<file path="src/rtl/nrd_div_core.sv">
// Unsigned non-restoring divider core.
// Operands arrive as two input beats (dividend, divisor). One quotient bit is
// produced per clock, followed by a single remainder correction step. Results
// leave as two output beats (quotient, remainder). All outputs are registered.
module nrd_div_core #(
  parameter int unsigned WIDTH = 8
) (
  input  logic             clk,
  input  logic             rst,
  input  logic             in_valid,
  output logic             in_ready,
  input  logic [WIDTH-1:0] in_bus,
  output logic             out_valid,
  input  logic             out_ready,
  output logic [WIDTH-1:0] out_bus,
  output logic             out_sel,
  output logic             busy,
  output logic             dbz
);

  localparam int unsigned AW = WIDTH + 1;
  localparam int unsigned CW = $clog2(WIDTH + 1);

  typedef enum logic [2:0] {
    IDLE    = 3'd0,
    LOAD_M  = 3'd1,
    RUN     = 3'd2,
    CORRECT = 3'd3,
    OUT_Q   = 3'd4,
    OUT_R   = 3'd5
  } state_t;

  state_t           state;
  logic [WIDTH-1:0] m;
  logic [WIDTH-1:0] q;
  logic [AW-1:0]    a;
  logic [CW-1:0]    cnt;

  logic [AW-1:0]    m_ext;
  logic [AW-1:0]    a_sh;
  logic [AW-1:0]    a_step;
  logic [AW-1:0]    a_fix;

  // Datapath: one non-restoring step and the final remainder correction.
  // A stays within [-M, M), so modular WIDTH+1 arithmetic is exact.
  always_comb begin
    m_ext  = {1'b0, m};
    a_sh   = {a[WIDTH-1:0], q[WIDTH-1]};
    a_step = a[WIDTH] ? (a_sh + m_ext) : (a_sh - m_ext);
    a_fix  = a[WIDTH] ? (a + m_ext) : a;
  end

  // Sequencer, datapath registers and registered outputs.
  always_ff @(posedge clk or negedge rst) begin
    if (!rst) begin
      state     <= IDLE;
      m         <= '0;
      q         <= '0;
      a         <= '0;
      cnt       <= '0;
      in_ready  <= 1'b1;
      out_valid <= 1'b0;
      out_bus   <= '0;
      out_sel   <= 1'b0;
      busy      <= 1'b0;
      dbz       <= 1'b0;
    end else begin
      case (state)
        IDLE: begin
          if (in_valid) begin
            q     <= in_bus;
            a     <= '0;
            dbz   <= 1'b0;
            busy  <= 1'b1;
            state <= LOAD_M;
          end
        end

        LOAD_M: begin
          if (in_valid) begin
            m        <= in_bus;
            in_ready <= 1'b0;
            if (in_bus == '0) begin
              // Divide by zero: quotient all ones, remainder is the dividend.
              dbz       <= 1'b1;
              a         <= {1'b0, q};
              q         <= '1;
              out_valid <= 1'b1;
              out_bus   <= '1;
              out_sel   <= 1'b0;
              state     <= OUT_Q;
            end else begin
              cnt   <= CW'(WIDTH);
              state <= RUN;
            end
          end
        end

        RUN: begin
          a   <= a_step;
          q   <= {q[WIDTH-2:0], ~a_step[WIDTH]};
          cnt <= cnt - CW'(1);
          if (cnt == CW'(1)) begin
            state <= CORRECT;
          end
        end

        CORRECT: begin
          a         <= a_fix;
          out_valid <= 1'b1;
          out_bus   <= q;
          out_sel   <= 1'b0;
          state     <= OUT_Q;
        end

        OUT_Q: begin
          if (out_ready) begin
            out_bus <= a[WIDTH-1:0];
            out_sel <= 1'b1;
            state   <= OUT_R;
          end
        end

        OUT_R: begin
          if (out_ready) begin
            out_valid <= 1'b0;
            out_bus   <= '0;
            out_sel   <= 1'b0;
            busy      <= 1'b0;
            in_ready  <= 1'b1;
            state     <= IDLE;
          end
        end

        default: begin
          state     <= IDLE;
          in_ready  <= 1'b1;
          out_valid <= 1'b0;
          out_bus   <= '0;
          out_sel   <= 1'b0;
          busy      <= 1'b0;
        end
      endcase
    end
  end

endmodule

</file>
<file path="config.mk">
export PLATFORM = sky130hd
export DESIGN_NAME = nrd_div_core
export DESIGN_NICKNAME = d
export VERILOG_FILES = /design/src/rtl/nrd_div_core.sv
export SDC_FILE = /design/constraint.sdc
export NUM_CORES = 1
export LEC_CHECK = 0
export ABC_CLOCK_PERIOD_IN_PS = 6400
export CORE_ASPECT_RATIO = 1.1
export CORE_MARGIN = 10
export CORE_UTILIZATION = 55
export CTS_BUF_LIST = sky130_fd_sc_hd__clkbuf_2
export DETAILED_ROUTE_END_ITERATION = 6
export PLACE_DENSITY = 0.75
export SYNTH_ARGS = -nofsm -noshare
export SYNTH_HDL_FRONTEND = slang
export SYNTH_SLANG_ARGS = --single-unit
</file>
<file path="constraint.sdc">
create_clock -name clk -period 6.4 [get_ports clk]
set_input_delay 1.6 -clock clk [delete_from_list [all_inputs] [get_ports clk]]
set_output_delay 1.6 -clock clk [all_outputs]
set_load 0.02 [all_outputs]
</file>
Yosys cells after proc, flatten, opt, wreduce, memory -nomap -nowiden. Index checks and enable logic that the tools add are counted.

Flip-flop bits (word level): 45. Input port bits: 12.

Add/subtract/negate cells: 4. Eq/ne operators: 14. Mux-type cells: 36. Bitwise operators: 5. Reduce and logical (&&, ||, !) cells: 21.

Operators with widths (count): 2-to-1 mux 9 bit (5); 2-to-1 mux 8 bit (5); one-hot mux 8 bit (5 select lines) (1); one-hot mux 9 bit (4 select lines) (1); one-hot mux 8 bit (3 select lines) (1); adder 9 x 8 -> 9 bit (2); 2-to-1 mux 3 bit (6); one-hot mux 3 bit (6 select lines) (1); inequality test 2 bit, second input constant (8); AND reduction 4 bit (4); AND reduction 5 bit (3); AND reduction 3 bit (3); subtractor 9 x 8 -> 9 bit (1); logical NOT 8 bit (1); 2-to-1 mux 1 bit (8); 2-to-1 mux 4 bit (2); one-hot mux 1 bit (4 select lines) (2); one-hot mux 4 bit (2 select lines) (1); OR reduction 4 bit (2); equality test 3 x 2 -> 1 bit, second input constant (2); equality test 3 bit, second input constant (2); one-hot mux 1 bit (3 select lines) (2); inverter 1 bit (5); equality test 4 x 1 -> 1 bit, second input constant (1); 10 further kinds (11).

Logic depth before layout (Yosys ltp). Gate-level depths: netlist (run 1).

Word-level depth: 4. Mapped depth: 11.

Worst setup path after synthesis (run 1). No wires, ideal clock.

Path type: input-to-reg. Start point: input in_bus[1]. End point: register a[4]. Library setup time: 126 ps. Arrival: 2683 ps. Path slack: 3591 ps. Stages: 5. Cells stage by stage: nor4_4 > nand2_2 > o21ai_2 > o21ai_2 > a221o_1.

Cells in the longest elaborated chain, start to end: 3.

Ends and longest elaborated chain: start, declared (line 12) `input logic [WIDTH-1:0] in_bus,`; logical NOT 8 bit (line 83) `if (in_bus == '0) begin`; inequality test 2 bit (no source line); AND reduction 5 bit (no source line); end signal, assigned (line 86) `a <= {1'b0, q};`; end signal, assigned (line 100) `a <= a_step;`; end signal, assigned (line 109) `a <= a_fix;`; end, declared (line 36) `logic [AW-1:0] a;`.

No other way between the ends. A chain may end at the register's enable or synchronous reset.

Final worst setup path (run 1).
Start point: register in_ready. End point: output in_ready.

RTL lines: start, declared (line 11) `output logic in_ready,`; start signal, assigned (line 61) `in_ready <= 1'b1;`; start signal, assigned (line 82) `in_ready <= 1'b0;`; start signal, assigned (line 130) `in_ready <= 1'b1;`.

No word-level cell between the ends.

==> flow_summary.json, run 1 <==
{
  "drc": 0,
  "critPathCaptureType": "primary output",
  "dp_hpwl_um": 5860,
  "cts.sinks": 45,
  "worst_clock_skew_ps": 19.4,
  "synth.distinct_cells": 52,
  "place_area_um2": 3360,
  "fin_crit_ps": 3210,
  "ir_drop_v": 0.000397,
  "cap_viol_max_count": 0,
  "grt_first_pass_wirelength_um": 12600,
  "maxSlewHeadroom_pct": 33.8,
  "overflow": 0,
  "yosysMostFrequentCell": "dfrtp_1",
  "yosysTopAreaCell": "dfrtp_1",
  "slowest_stage": "clkdlybuf4s50_1",
  "numCtsBuffers": 5,
  "critPathCapture": "in_ready",
  "htree_levels": 2,
  "crit_required_ps": 4800,
  "seq_area_frac_synth_pct": 36.9,
  "worstPathArrival_ps": 1610,
  "min-delay-start": "in_ready",
  "ant_nets": 0,
  "final_cells": 448,
  "antenna_found_initial": 0,
  "fin_area_um2": 3400,
  "drtIter0Drc": 159,
  "port_buffers": 24,
  "cts-resized-gates": 0,
  "critical_path_depth": 1,
  "setup-violations-final": 0,
  "fp.coreArea_um2": 5400,
  "vias": 2670,
  "finalCritPeriodShare_pct": 50.2,
  "timing.rr.end": "a[5]",
  "setup_slack_ps": 3190,
  "synthToLayoutAreaGrowth_pct": 11.3,
  "crit_buf_inv": 1,
  "dieArea_um2": 8940,
  "async_reset_ff_share_pct": 100,
  "synth_edf_count": 0,
  "crit_path_start_kind": "flip-flop",
  "leakage_nw": 1.48,
  "timing.fmax_mhz": 311,
  "syn-num-nets": 383,
  "grt_max_degree": 46,
  "cts_hold_buf": 0,
  "holdCritPathClass": "flip-flop to flip-flop",
  "drive_gt1_share_pct": 7.24,
  "startpoint": "in_ready",
  "io_pins": 25,
  "synth-main-ff-cell": "dfrtp_1",
  "diodes": 0,
  "critPathTopFamily": "buffers and inverters",
  "status": "finished clean",
  "setup_tns_ps": 0,
  "initial_core_util_pct": 56.7,
  "place_ws_ps": 2810,
  "clock_path_buffers": 2,
  "cts_root_buf": "clkbuf_2",
  "clk_pin_slew_worst_paths_ps": 220,
  "wl_um": 7690,
  "synth_top_area_share_pct": 36.0,
  "insertion_delay_ps": 440,
  "synth_area_leaders": "dfrtp_1, ha_1, a21oi_1",
  "crit_fanout": 3,
  "synth_seq_cells": 45,
  "finalMaxSlewViolations": 0,
  "synth.avg_cell_area_um2": 8.76,
  "tightest_slew_ps": 992,
  "grt_pass1_vias": 2636,
  "cts_setup_buffers": 0,
  "finalNetCount": 406,
  "gp_congestion": 0.955,
  "cts_tree": "yes",
  "crit_type": "flip-flop to primary output",
  "num_rows": 28,
  "rrSetupSlack_ps": 3490,
  "avgRoutedWirePerCell_um": 17.2,
  "r2r_cells": 11,
  "yosysWarnings": 0,
  "cp_cell_sequence": "clkdlybuf4s50_1",
  "die_w_um": 91.1,
  "rsz0062_at_grt": "no",
  "synth_area_um2": 3060,
  "dp_cells": 440,
  "viasPerCell": 5.96,
  "cp_slowest_stage_delay_ps": 600,
  "drt_first_pass_iters": 4,
  "synth_common_cells": "dfrtp_1, nand2_1, nor2_1",
  "syn_inst": 349,
  "die_h_um": 98.2,
  "r2r-start": "m[1]",
  "gr-usage-all-layers_pct": 17.0,
  "final_hold_viol_count": 0,
  "p_per_area_nw_per_um2": 549
}
## metal layers
layer	GRT usage (%)	wire [µm]	share of wire, %
met5	0	0	0
met4	10.4	281	3.7
met3	3.83	367	4.8
met2	27.8	3680	48
met1	19.8	3360	44
## area by class of cell
type                            instances  area [µm²]
Multi-Input combinational cell        278        1820
Inverter                               16        60.1
Clock inverter                          3        21.3
Clock buffer                            5        25.0
Tap cell                               75        93.8
Sequential cell                        45        1130
Timing Repair Buffer                   26         250
Fill cell                             490        1990
## flip-flops by register name, indices dropped and copies added, names as in the netlist
signal and flops:
cnt 4, state 3, out_bus 8, busy 1
in_ready 1, out_sel 1, m 8, dbz 1
out_valid 1, q 8, a 9
## how the worst min path moves through the flow
| stage | endpoint | slack (ps) | depth (start not counted) |
|---|---|---|---|
| 2_1_floorplan | cnt[3] | 480 | 2 |
| 3_3_place_gp | in_ready | 460 | 2 |
| 3_5_place_dp | in_ready | 470 | 2 |
| 4_1_cts | in_ready | 500 | 2 |
| 5_1_grt | in_ready | 520 | 2 |
| 6_report | in_ready | 490 | 2 |
## worst register-to-register path: cells and delay by family, from the launching register on
family,cells,cell delay [ps]
compound gates,6,1240
fa+ha+maj,2,580
flops,1,500
xor+xnor,1,210
buf+inv,1,170
simple gates,1,150
## power breakdown
part	switching, W	leakage (nW)	internal (W)
clock network	0.0000989	0.0294	0.0000276
logic	0.000634	0.893	0.000487
registers	0.000212	0.559	0.000408
total	0.000945	1.48	0.000923
## layout by cell type (no fill, tap or decap), types with 5 or more instances in the layout
| cell | instances |
|---|---|
| dfrtp_1 | 44 |
| nand2_1 | 41 |
| nor2_1 | 40 |
| a21oi_1 | 39 |
| clkdlybuf4s50_1 | 23 |
| o21ai_1 | 21 |
| ha_1 | 20 |
| inv_1 | 13 |
| xor2_1 | 11 |
| nor3_1 | 8 |
| o22ai_1 | 7 |
| o21ai_0 | 7 |
| a31oi_1 | 6 |
| nor2b_1 | 6 |
| a21o_1 | 5 |
| clkbuf_2 | 5 |
## through the flow
step           hold WS, ps  power, W  utilization, %
3_5_place_dp           468   0.00173            62.2
4_1_cts                496   0.00186            63.1
3_3_place_gp           460   0.00171            62.2
6_report               491   0.00187            63.1
5_1_grt                522   0.00203            63.1
2_1_floorplan          480   0.00141               -
## logic make-up (layout without fill, tap and decap cells)
| kind of cell | count (synthesis) | after routing | share of synthesized area (%) |
|---|---|---|---|
| AND/OR/NAND/NOR | 116 | 116 | 19.0 |
| AO/OA/AOI/OAI | 115 | 115 | 23.3 |
| flip-flops | 45 | 45 | 36.9 |
| buffers and inverters | 26 | 50 | 3.44 |
| adder cells (fa/ha/maj) | 22 | 22 | 9.50 |
| XOR/XNOR | 15 | 15 | 4.30 |
| multiplexers | 10 | 10 | 3.56 |
(Power assumes the default switching activity.)
==> run 2: changes to the inputs <==
--- a/config.mk
+++ b/config.mk
@@ -5,13 +5,13 @@
 export SDC_FILE = /design/constraint.sdc
 export NUM_CORES = 1
 export LEC_CHECK = 0
-export ABC_CLOCK_PERIOD_IN_PS = 6400
+export ABC_CLOCK_PERIOD_IN_PS = 2700
 export CORE_ASPECT_RATIO = 1.1
 export CORE_MARGIN = 10
 export CORE_UTILIZATION = 55
 export CTS_BUF_LIST = sky130_fd_sc_hd__clkbuf_2
 export DETAILED_ROUTE_END_ITERATION = 6
-export PLACE_DENSITY = 0.75
+export PLACE_DENSITY = 0.78
 export SYNTH_ARGS = -nofsm -noshare
 export SYNTH_HDL_FRONTEND = slang
 export SYNTH_SLANG_ARGS = --single-unit
==> constraint.sdc (replaced) <==
create_clock -name clk -period 2.7 [get_ports clk]
set_input_delay 0.675 -clock clk [delete_from_list [all_inputs] [get_ports clk]]
set_output_delay 0.675 -clock clk [all_outputs]
set_load 0.02 [all_outputs]
==> run 2 against run 1 <==
Total power grew to 2.5 times the previous value; hold slack worse by 370 ps; clock power grew to 3.1 times the previous value; critical path type is now flip-flop to flip-flop; critical endpoint is now a[4]; largest power group unchanged.
==> flow_summary.json, run 2 (same netlist as run 1, synthesis figures left out) <==
{
  "layout_commonest_cell": "dfrtp_1",
  "synthToLayoutAreaGrowth_pct": 16.5,
  "fill_cells": 459,
  "cp_slowest_stage_delay_ps": 450,
  "cts_hold_buf": 0,
  "r2r_cells": 10,
  "holdCritPathClass": "input pin to async pin",
  "initial_core_util_pct": 56.7,
  "fp.coreArea_um2": 5400,
  "critPathCaptureType": "flip-flop",
  "r2r-start": "m[0]",
  "crit_fanout": 3,
  "gp_congestion": 0.982,
  "startpoint": "m[0]",
  "setup_tns_ps": 0,
  "critPathTopFamily": "adder cells",
  "slowest_stage": "fa_1",
  "fin_crit_ps": 2570,
  "cts.sinks": 45,
  "crit_required_ps": 3050,
  "finalNetCount": 421,
  "clk_pin_slew_worst_paths_ps": 240,
  "wl_um": 8290,
  "clock_path_buffers": 2,
  "grt_pass1_vias": 2681,
  "cap_viol_max_count": 0,
  "timing.fmax_mhz": 389,
  "antenna_found_initial": 0,
  "status": "finished clean",
  "crit_path_start_kind": "flip-flop",
  "hold_ws_ps": 120,
  "numCtsBuffers": 5,
  "cts_tree": "yes",
  "leakage_nw": 1.57,
  "maxSlewHeadroom_pct": 59.0,
  "drt_first_pass_iters": 7,
  "ir_drop_v": 0.000750,
  "p_per_area_nw_per_um2": 1320,
  "cts_root_buf": "clkbuf_2",
  "dieArea_um2": 8940,
  "cp_cell_sequence": "inv_1 -> ha_2 -> mux2_2 -> fa_1 -> a21oi_2 -> o21bai_1 -> xor2_1 -> a22oi_1 -> nor2_1 -> a221o_1",
  "finalCritPeriodShare_pct": 95.3,
  "crit_type": "flip-flop to flip-flop",
  "die_h_um": 98.2,
  "gr-usage-all-layers_pct": 17.9,
  "ant_nets": 0,
  "timing.rr.end": "a[4]",
  "grt_first_pass_wirelength_um": 13200,
  "final_hold_viol_count": 0,
  "worst_clock_skew_ps": 21.7,
  "avgRoutedWirePerCell_um": 17.9,
  "crit_buf_inv": 1,
  "final_cell_mix": "dfrtp_1, nand2_1, nor2_1, a21oi_1, clkdlybuf4s50_1",
  "die_w_um": 91.1,
  "port_buffers": 24,
  "drtIter0Drc": 303,
  "viasPerCell": 6.03,
  "setup-violations-final": 0,
  "overflow": 0,
  "dp_hpwl_um": 6390,
  "worstPathArrival_ps": 2920,
  "grt_max_degree": 22,
  "rrSetupSlack_ps": 130,
  "htree_levels": 2,
  "drc": 0,
  "vias": 2794,
  "finalMaxSlewViolations": 0,
  "rsz0062_at_grt": "no",
  "insertion_delay_ps": 430,
  "regMostFlops": "a",
  "largest_register_ffs": 9,
  "diodes": 0,
  "num_rows": 28,
  "io_pins": 25,
  "tightest_slew_ps": 615,
  "drive_gt1_share_pct": 12.6
}
-- run 2: cell types whose count changed in the layout (fill, tap and decap cells not counted), sizes merged --
cell,delta
bufinv,+1
buf,+15
inv,-1
clkbuf,+1
clkinvlp,-1
-- run 2: power by group --
part           switching, W  internal, W
clock network      0.000226     0.000163
logic               0.00164      0.00126
registers          0.000444     0.000968
-- run 2: repair_timing --
action | CTS | global route
resized for setup | 0 | 7
endpoints found under the setup margin | 0 | 6
setup buffers | 0 | 4
-- run 2: layout make-up --
class | count | area (µm²) | share of cell area, %
clock buffer | 6 | 30.0 | 0.843
tap | 75 | 93.8 | 2.63
multi-input combinational | 278 | 1850 | 51.9
clock inverter | 2 | 38.8 | 1.09
inverter | 16 | 60.1 | 1.69
timing repair buffer | 41 | 363 | 10.2
sequential | 45 | 1130 | 31.6
-- run 2: per-stage QoR --
stage	setup WS [ps]	instance area [µm²]	utilization (%)	total power (W)	instances
2_1_floorplan	288	3060	-	0.00334	349
3_3_place_gp	109	3440	63.7	0.00414	451
3_5_place_dp	56.1	3440	63.7	0.00418	451
4_1_cts	24.3	3510	65.0	0.00458	459
5_1_grt	9.03	3560	66.0	0.00508	463
6_report	128	3560	66.0	0.00470	463
-- run 2: worst max-delay path by stage --
stage,endpoint,slack [ps],cells past startpoint
5_1_grt,a[6],9,10
2_1_floorplan,q[0],290,10
3_3_place_gp,a[6],110,10
6_report,a[4],130,10
3_5_place_dp,q[0],60,10
4_1_cts,q[0],20,10
-- run 2: worst reg2reg max path, stage by stage, from the launching register on --
cell,delay [ps]
dfrtp_1,440
inv_1,120
ha_2,280
mux2_2,290
fa_1,450
a21oi_2,180
o21bai_1,90
xor2_1,160
a22oi_1,150
nor2_1,60
a221o_1,280
-- run 2: layer usage --
layer  part of all wire, %  wire length [µm]  GRT usage [%]  vias up
met5                     0                 0              0        -
met4                   2.7               223           7.96        0
met3                   6.5               542           4.06       17
met2                    49              4080           29.7      125
met1                    42              3450           21.5     1321
li1                      -                 -              -     1331
